--- config.mk ---
export PLATFORM = sky130hd
export DESIGN_NAME = imem_loader
export DESIGN_NICKNAME = d
export VERILOG_FILES = /design/src/rtl/imem_loader.sv
export SDC_FILE = /design/constraint.sdc
export NUM_CORES = 1
export LEC_CHECK = 0
export BUFFER_PORTS_ARGS = -buffer_cell sky130_fd_sc_hd__buf_2
export CELL_PAD_IN_SITES_DETAIL_PLACEMENT = 0
export CELL_PAD_IN_SITES_GLOBAL_PLACEMENT = 2
export CORE_MARGIN = 2
export CORE_UTILIZATION = 37
export CTS_BUF_LIST = sky130_fd_sc_hd__clkbuf_8
export DETAILED_ROUTE_END_ITERATION = 6
export PLACE_DENSITY = 0.93
export SLEW_MARGIN = 20
export SYNTH_ARGS = -nofsm -noshare
export SYNTH_HDL_FRONTEND = slang
export SYNTH_SLANG_ARGS = --single-unit
export TNS_END_PERCENT = 5
--- constraint.sdc ---
create_clock -name clk -period 2.5 [get_ports clk]
set_input_delay 0 -clock clk [delete_from_list [all_inputs] [get_ports clk]]
set_output_delay 0 -clock clk [all_outputs]
set_load 0.02 [all_outputs]
--- src/rtl/imem_loader.sv ---
// -----------------------------------------------------------------------------
// imem_loader
//
// Write-side companion to the instruction memory. Receives a program image as
// a valid/ready byte stream, assembles little-endian 32-bit words and drives a
// single-cycle write port into the instruction memory. The core is held in
// reset (cpu_hold) until the whole image has been loaded.
//
// Frame: 4 length bytes (word count N, little-endian), then 4*N data bytes,
// then (checksum build only) one XOR checksum byte over all data bytes.
//
// Build option:
//   IMEM_LOADER_CHECKSUM_EN - adds the trailing checksum byte and CHECK state.
//
// Ports:
//   clk, rst_n        clock (rising edge), asynchronous active-low reset
//   start             one-cycle pulse, begins a load from IDLE/DONE/ERR
//   in_valid/in_data  byte stream in; in_ready is high in LEN/DATA/CHECK
//   wr_en/wr_addr/wr_data  one-cycle memory write per assembled word
//   cpu_hold          high until the load has completed successfully
//   busy              load in progress
//   done / error      sticky completion / failure flags until next start
// -----------------------------------------------------------------------------
module imem_loader #(
  parameter int ADDR_WIDTH = 8
) (
  input  logic                  clk,
  input  logic                  rst_n,
  input  logic                  start,
  input  logic                  in_valid,
  input  logic [7:0]            in_data,
  output logic                  in_ready,
  output logic                  wr_en,
  output logic [ADDR_WIDTH-1:0] wr_addr,
  output logic [31:0]           wr_data,
  output logic                  cpu_hold,
  output logic                  busy,
  output logic                  done,
  output logic                  error
);

  typedef enum logic [2:0] {
    S_IDLE,
    S_LEN,
    S_DATA,
`ifdef IMEM_LOADER_CHECKSUM_EN
    S_CHECK,
`endif
    S_DONE,
    S_ERR
  } state_e;

  // Memory depth in words; one bit wider than the length field so that an
  // address width of 32 still compares correctly.
  localparam logic [32:0] DEPTH = 33'(1) << ADDR_WIDTH;

  state_e                state_q, state_d;
  logic [1:0]            byte_cnt_q;
  logic [31:0]           asm_q;
  logic [ADDR_WIDTH:0]   len_q;
  logic [ADDR_WIDTH:0]   word_cnt_q;
  logic                  wr_en_q;
  logic [ADDR_WIDTH-1:0] wr_addr_q;
  logic [31:0]           wr_data_q;
`ifdef IMEM_LOADER_CHECKSUM_EN
  logic [7:0]            csum_q;
`endif

  logic        accept;
  logic        word_done;
  logic        last_word;
  logic        load_start;
  logic [31:0] asm_next;

  assign accept     = in_valid && in_ready;
  // Bytes shift in from the top, so after four bytes byte 0 sits in [7:0].
  assign asm_next   = {in_data, asm_q[31:8]};
  assign word_done  = accept && (byte_cnt_q == 2'd3);
  assign last_word  = (word_cnt_q + (ADDR_WIDTH+1)'(1)) == len_q;
  assign load_start = start && (state_q inside {S_IDLE, S_DONE, S_ERR});

  // NOTE: every output of this block gets a default first so no path can
  // leave it unassigned and infer a latch.
  always_comb begin
    state_d  = state_q;
    in_ready = 1'b0;
    unique case (state_q)
      S_IDLE: if (start) state_d = S_LEN;
      S_LEN: begin
        in_ready = 1'b1;
        if (word_done) begin
          if ({1'b0, asm_next} > DEPTH) state_d = S_ERR;
`ifdef IMEM_LOADER_CHECKSUM_EN
          else if (asm_next == 32'd0)   state_d = S_CHECK;
`else
          else if (asm_next == 32'd0)   state_d = S_DONE;
`endif
          else                          state_d = S_DATA;
        end
      end
      S_DATA: begin
        in_ready = 1'b1;
`ifdef IMEM_LOADER_CHECKSUM_EN
        if (word_done && last_word) state_d = S_CHECK;
`else
        if (word_done && last_word) state_d = S_DONE;
`endif
      end
`ifdef IMEM_LOADER_CHECKSUM_EN
      S_CHECK: begin
        in_ready = 1'b1;
        if (accept) state_d = (in_data == csum_q) ? S_DONE : S_ERR;
      end
`endif
      S_DONE, S_ERR: if (start) state_d = S_LEN;
      default: state_d = S_IDLE;
    endcase
  end

  // Status flags are decoded straight from the state register, so cpu_hold
  // drops in the same cycle as the final write strobe.
  always_comb begin
    busy     = in_ready;
    done     = (state_q == S_DONE);
    error    = (state_q == S_ERR);
    cpu_hold = (state_q != S_DONE);
  end

  assign wr_en   = wr_en_q;
  assign wr_addr = wr_addr_q;
  assign wr_data = wr_data_q;

  // NOTE: sequential state uses non-blocking assignments only, so every
  // register samples the pre-edge values regardless of statement order.
  always_ff @(posedge clk or negedge rst_n) begin
    if (!rst_n) begin
      state_q <= S_IDLE;
    end else begin
      state_q <= state_d;
    end
  end

  always_ff @(posedge clk or negedge rst_n) begin
    if (!rst_n) begin
      byte_cnt_q <= '0;
      asm_q      <= '0;
      len_q      <= '0;
      word_cnt_q <= '0;
      wr_en_q    <= 1'b0;
      wr_addr_q  <= '0;
      wr_data_q  <= '0;
`ifdef IMEM_LOADER_CHECKSUM_EN
      csum_q     <= '0;
`endif
    end else begin
      wr_en_q <= 1'b0;
      // The address advances in the cycle after each write; after the last
      // word of a full-depth image it wraps to 0 and is never used.
      if (wr_en_q) wr_addr_q <= wr_addr_q + ADDR_WIDTH'(1);

      if (load_start) begin
        // Later assignment wins over the increment above: a restart always
        // begins writing at address 0.
        byte_cnt_q <= '0;
        len_q      <= '0;
        word_cnt_q <= '0;
        wr_addr_q  <= '0;
`ifdef IMEM_LOADER_CHECKSUM_EN
        csum_q     <= '0;
`endif
      end else if (accept && (state_q == S_LEN || state_q == S_DATA)) begin
        byte_cnt_q <= byte_cnt_q + 2'd1;
        asm_q      <= asm_next;
        if (state_q == S_LEN) begin
          // Only meaningful when the length is in range; otherwise ERR.
          if (word_done) len_q <= asm_next[ADDR_WIDTH:0];
        end else begin
`ifdef IMEM_LOADER_CHECKSUM_EN
          csum_q <= csum_q ^ in_data;
`endif
          if (word_done) begin
            wr_en_q    <= 1'b1;
            wr_data_q  <= asm_next;
            word_cnt_q <= word_cnt_q + (ADDR_WIDTH+1)'(1);
          end
        end
      end
    end
  end

endmodule

# == Word-level counts from Yosys, hierarchy flattened ==
# Index checks and enable logic that the tools add are counted.
# classes
addsub,3
mul,0
div,0
order_cmp,1
eq_ne,11
n_shift,0
mux,23
bitwise,2
n_reduce_logical,20
# ops
operator,n
9-bit two-way mux,8
32-bit by 9-bit greater-than comparator with 1-bit output (second input constant),1
32-bit logical NOT,1
8-bit two-way mux,2
3-bit two-way mux,4
9-bit by 1-bit adder with 9-bit output (second input constant),1
9-bit equality test,1
3-bit case mux with 3 select lines,1
3-bit AND reduction,3
8-bit by 1-bit adder with 8-bit output (second input constant),1
2-bit nonzero test,4
3-bit by 2-bit equality test with 1-bit output (second input constant),2
1-bit two-way mux,6
2-bit inequality test (second input constant),3
1-bit logical AND,5
2-bit two-way mux,2
4-bit AND reduction,1
3-bit by 1-bit equality test with 1-bit output (second input constant),1
3-bit equality test (second input constant),1
3-bit logical NOT,1
3-bit by 2-bit inequality test with 1-bit output (second input constant),1
3-bit nonzero test,1
3-bit OR reduction,1
2-bit by 1-bit adder with 2-bit output (second input constant),1
6 further kinds,7
# totals
ff_bits,96
latchBits,0
mem_bits_rw,0
mem_bits_ro,0
inputBits,12
output_inout_bits,46
elab_cells,68
memories,0

# == Depth between registers and ports, before layout ==
# depth
depth_word,9
ltp_mapped,9

# == Worst setup path after synthesis ==
# No wires, ideal clock.
# synth_path
kind,register to register
startpoint,register state_q[0]
endpoint,register asm_q[17]
setup_ps,128
t_arrival_ps,1728
t_required_ps,2372
path_slack_ps,644
path_stages_with_launch,7
path_cell_list,dfrtp_1 buf_2 xnor2_1 nor2_1 nand2_2 buf_2 mux2_1
# synth_via
elab_chain_len,6
word_cells_on_any_way,14
# synth_lines
item,line,text
"start, declared",57,"state_e state_q, state_d;"
"start signal, assigned",139,state_q <= state_d;
3-bit by 1-bit equality test with 1-bit output or 3-bit by 2-bit equality test with 1-bit output (tied branches),87,unique case (state_q)
2-bit OR reduction (no line) (*),-,
1-bit two-way mux (*),87,
via busy,37,"output logic busy,"
1-bit logical AND (*),75,assign accept = in_valid && in_ready;
1-bit logical AND (*),171,end else if (accept && (state_q == S_LEN || state_q == S_DATA)) begin
2-bit AND reduction (no line) (*),-,
"end signal, assigned",173,asm_q <= asm_next;
"end, declared",59,logic [31:0] asm_q;
# Mark *: on every way through the listed nets, which the timed path passes. The rest lies on a longest branch.
# A chain may end at the register's enable or synchronous reset.

# == Final worst setup path ==
# layout_path
startpoint,register word_cnt_q[0]
endpoint,register state_q[0]
# layout_via
elab_chain_len,5
# layout_lines
item,line,text
"start, declared",61,logic [ADDR_WIDTH:0] word_cnt_q;
"start signal, assigned",184,word_cnt_q <= word_cnt_q + (ADDR_WIDTH+1)'(1);
9-bit by 1-bit adder with 9-bit output,79,assign last_word = (word_cnt_q + (ADDR_WIDTH+1)'(1)) == len_q;
9-bit equality test,79,
1-bit logical AND,106,if (word_done && last_word) state_d = S_DONE;
2-bit inequality test (no line),-,
3-bit AND reduction (no line),-,
# No other way between the ends.

==> run_results.csv <==
group,metric,value,unit
run_status,status,"complete, no violations",
timing,fin_crit_sh,77.0,%
worst_setup_path,path_class,"register to register",
synth,async_flop_share,100,%
timing,relSlewSlack,58.9,%
clock_tree,holdBufCountCts,10,
layout,nets,483,
floorplanning,start_util,38.4,%
grt,grt_overflow_total,0,
place,place_area,0.00438,mm2
synth,yosysTopAreaCell,"dfrtp_1",
worst_setup_path,required,2.77,ns
floorplanning,pin_count,58,
layout,diodes,0,
clock_tree,clock-sinks,88,
timing,hold_viol,0,
place,place_congestion,0.791,
routing,drc,0,
layout,fin_area,0.00475,mm2
clock_tree,insertion_delay,0.36,ns
timing,setup-violations-final,0,
place,dp_hpwl,6.02,mm
timing,rsz0062_at_grt,"false",
layout,fillers,1025,
clock_tree,ctsResizeCount,0,
timing,finClkSkew,0.00968,ns
worst_setup_path,crit_family,"simple AND/OR/NAND/NOR gates",
floorplanning,design.die.area,0.0116,mm2
grt,grt_max_degree,43,
synth,ys_warn_count,0,
worst_setup_path,crit_buf_inv,0,
routing,first_pass_iters,4,
clock_tree,htree_levels,3,
min_path,min_path_type,"input pin to asynchronous set/reset pin",
clock_tree,cts-root-buf,"clkbuf_8",
clock_tree,cts_tree,"done",
routing,drt_iter0_markers,172,
timing,min_period,1.93,ns
synth,synth_cell_types,46,
synth,synth_edf_count,0,
synth,synthFlopType,"dfrtp_1",
floorplanning,fp.dieW,108,um
grt,grt_pass1_vias,2916,
timing,max_freq,0.519,GHz
layout,syn2layout_area_growth,19.2,%
synth,syn_area_per_cell,9.91,um2
clock_tree,clockBufferDepth,2,
synth,syn_inst,402,
synth,yosys_register_bits,88,
floorplanning,core-area,0.0104,mm2
routing,wl_per_cell,14.5,um
routing,drtAntennaViolNets,0,
routing,routed_wl,8.85,mm
clock_tree,postCtsSetupBuffers,0,
grt,grt_pass1_wl,14.8,mm
worst_setup_path,start_kind,"register",
routing,viasPerCell,5.02,
worst_setup_path,critical-path-slowest-cell,"dfrtp_1",
layout,drive_above_1_share,23.5,%
synth,synth_top_area_share,55.3,%
synth,yosysSeqAreaShare,55.3,%
power_and_ir_drop,vdd_drop_max,0.367,mV
power_and_ir_drop,power.total,4190,uW
worst_setup_path,end_kind,"register",
worst_setup_path,crit_path_cell_trace,"ha_1, and3_1, nand3_1, a221oi_1, nand4b_1, o31ai_2",
timing,drv_slew,0,
power_and_ir_drop,cellPowerDensity,881,mW/mm2
floorplanning,num_rows,37,
clock_tree,clk_pin_slew,0.08,ns
place,port_buffers,57,
flow_run,maxCapViolCount,0,
timing,worst_slew_pin_slew,0.615,ns
worst_setup_path,crit_fanout,8,
timing,finalSetupTns,0,ns
synth,synth_area,0.00398,mm2
worst_setup_path,max_stage_delay,0.50,ns
clock_tree,cts_inserted_buffers,9,
floorplanning,die_h,108,um
timing,timing.hold.ws,0.165,ns
power_and_ir_drop,p_leak,0.00244,uW
grt,track_usage,16.2,%
grt,antenna_found_initial,0,
synth,syn-num-nets,417,
routing,num_vias,3060,
worst_setup_path,critPathArrivalTime,2.20,ns
synth,synthTopCellsByArea,"dfrtp_1, nand2_1, mux2_2",
-- worst register-to-register path: cells and delay by family, from the launching register on --
family / cells / cell delay (ns)
AND/OR/NAND/NOR: 3 / 0.57
AO/OA/AOI/OAI: 2 / 0.49
flip-flops: 1 / 0.50
adder cells (fa/ha/maj): 1 / 0.29
-- state kept, by name, summed over array words and instances, names as in the netlist --
signal,count
wr_data,32
asm_q,24
len_q,9
word_cnt_q,9
wr_addr,8
state_q,3
byte_cnt_q,2
wr_en,1
-- cells in the final DEF (no fill, tap or decap), types with 3 or more instances in the layout --
master         instances
nand2_1              129
dfrtp_1               88
buf_2                 56
o21ai_0               27
mux2_2                23
nor2_1                19
clkbuf_8              12
xor2_1                11
dlygate4sd3_1         10
buf_4                  9
inv_1                  8
nor4_1                 7
nor3_1                 6
xnor2_1                6
nand4_1                6
nand3_1                6
o31ai_1                5
o41ai_1                3
and3_1                 3
and2_1                 3
ha_1                   3
bufinv_16              3
-- worst paths after layout --
| check | start | endpoint | slack, ns | depth (start not counted) |
|---|---|---|---|---|
| min in group clk | in_valid | word_cnt_q[2]$_DFFE_PN0P_ | 0.21 | 5 |
| max in group asynchronous | rst_n | byte_cnt_q[0]$_DFFE_PN0P_ | 1.61 | 3 |
| max reg2reg | word_cnt_q[0]$_DFFE_PN0P_ | state_q[0]$_DFFE_PN0P_ | 0.57 | 6 |
| min | rst_n | word_cnt_q[3]$_DFFE_PN0P_ | 0.16 | 2 |
| min reg2reg | wr_data[28]$_DFFE_PN0P_ | wr_data[28]$_DFFE_PN0P_ | 0.47 | 2 |
| max | word_cnt_q[0]$_DFFE_PN0P_ | state_q[0]$_DFFE_PN0P_ | 0.57 | 6 |
-- cell families (layout without fill, tap and decap cells) --
logic type | Yosys count | in the layout | synth area share (%)
buffers and inverters | 28 | 99 | 3.68
adder cells (fa/ha/maj) | 3 | 3 | 0.943
multiplexers | 26 | 26 | 7.29
flip-flops | 88 | 88 | 55.3
XOR/XNOR | 17 | 17 | 3.74
AO/OA/AOI/OAI | 53 | 53 | 8.92
AND/OR/NAND/NOR | 187 | 187 | 20.1
-- power by group --
group	internal [uW]	switching, uW	leakage [uW]
clock	748	513	0.000133
sequential	1710	334	0.00116
combinational	440	441	0.00114
-- metal layers --
metal,share of wire [%],global-route usage [%],up-vias
met1,48,22.3,1484
met2,46,25.3,68
met5,0,0,-
met3,4.0,3.09,13
met4,1.6,6.04,0
li1,-,-,1495
-- synthesized netlist by cell type, drive strengths merged, types with 3 or more instances --
cell type,instances
inv,8
nor4,7
o21ai,27
nand2,130
mux2,24
o31ai,6
nor2,19
nand3,6
nor3,6
xor2,11
o41ai,3
and2,3
ha,3
and3,3
nand4,7
dfrtp,88
xnor2,6
clkbuf,5
buf,14
-- final cells by class --
cell class | count | area [um2] | share of cell area, %
multi-input combinational | 286 | 1630 | 34.4
clock buffer | 12 | 165 | 3.48
inverter | 8 | 30.0 | 0.632
clock inverter | 4 | 98.8 | 2.08
timing repair buffer | 75 | 448 | 9.43
tap | 136 | 170 | 3.58
sequential | 88 | 2200 | 46.4
-- through the flow --
step / setup WS [ns] / std cells / utilization [%]
after CTS: 0.593 / 609 / 45.8
final: 0.575 / 609 / 45.8
after global placement: 0.672 / 583 / 42.3
after detailed placement: 0.612 / 583 / 42.3
after floorplan: 0.644 / 402 / -
after global routing: 0.330 / 609 / 45.8
(Power assumes the default switching activity.)
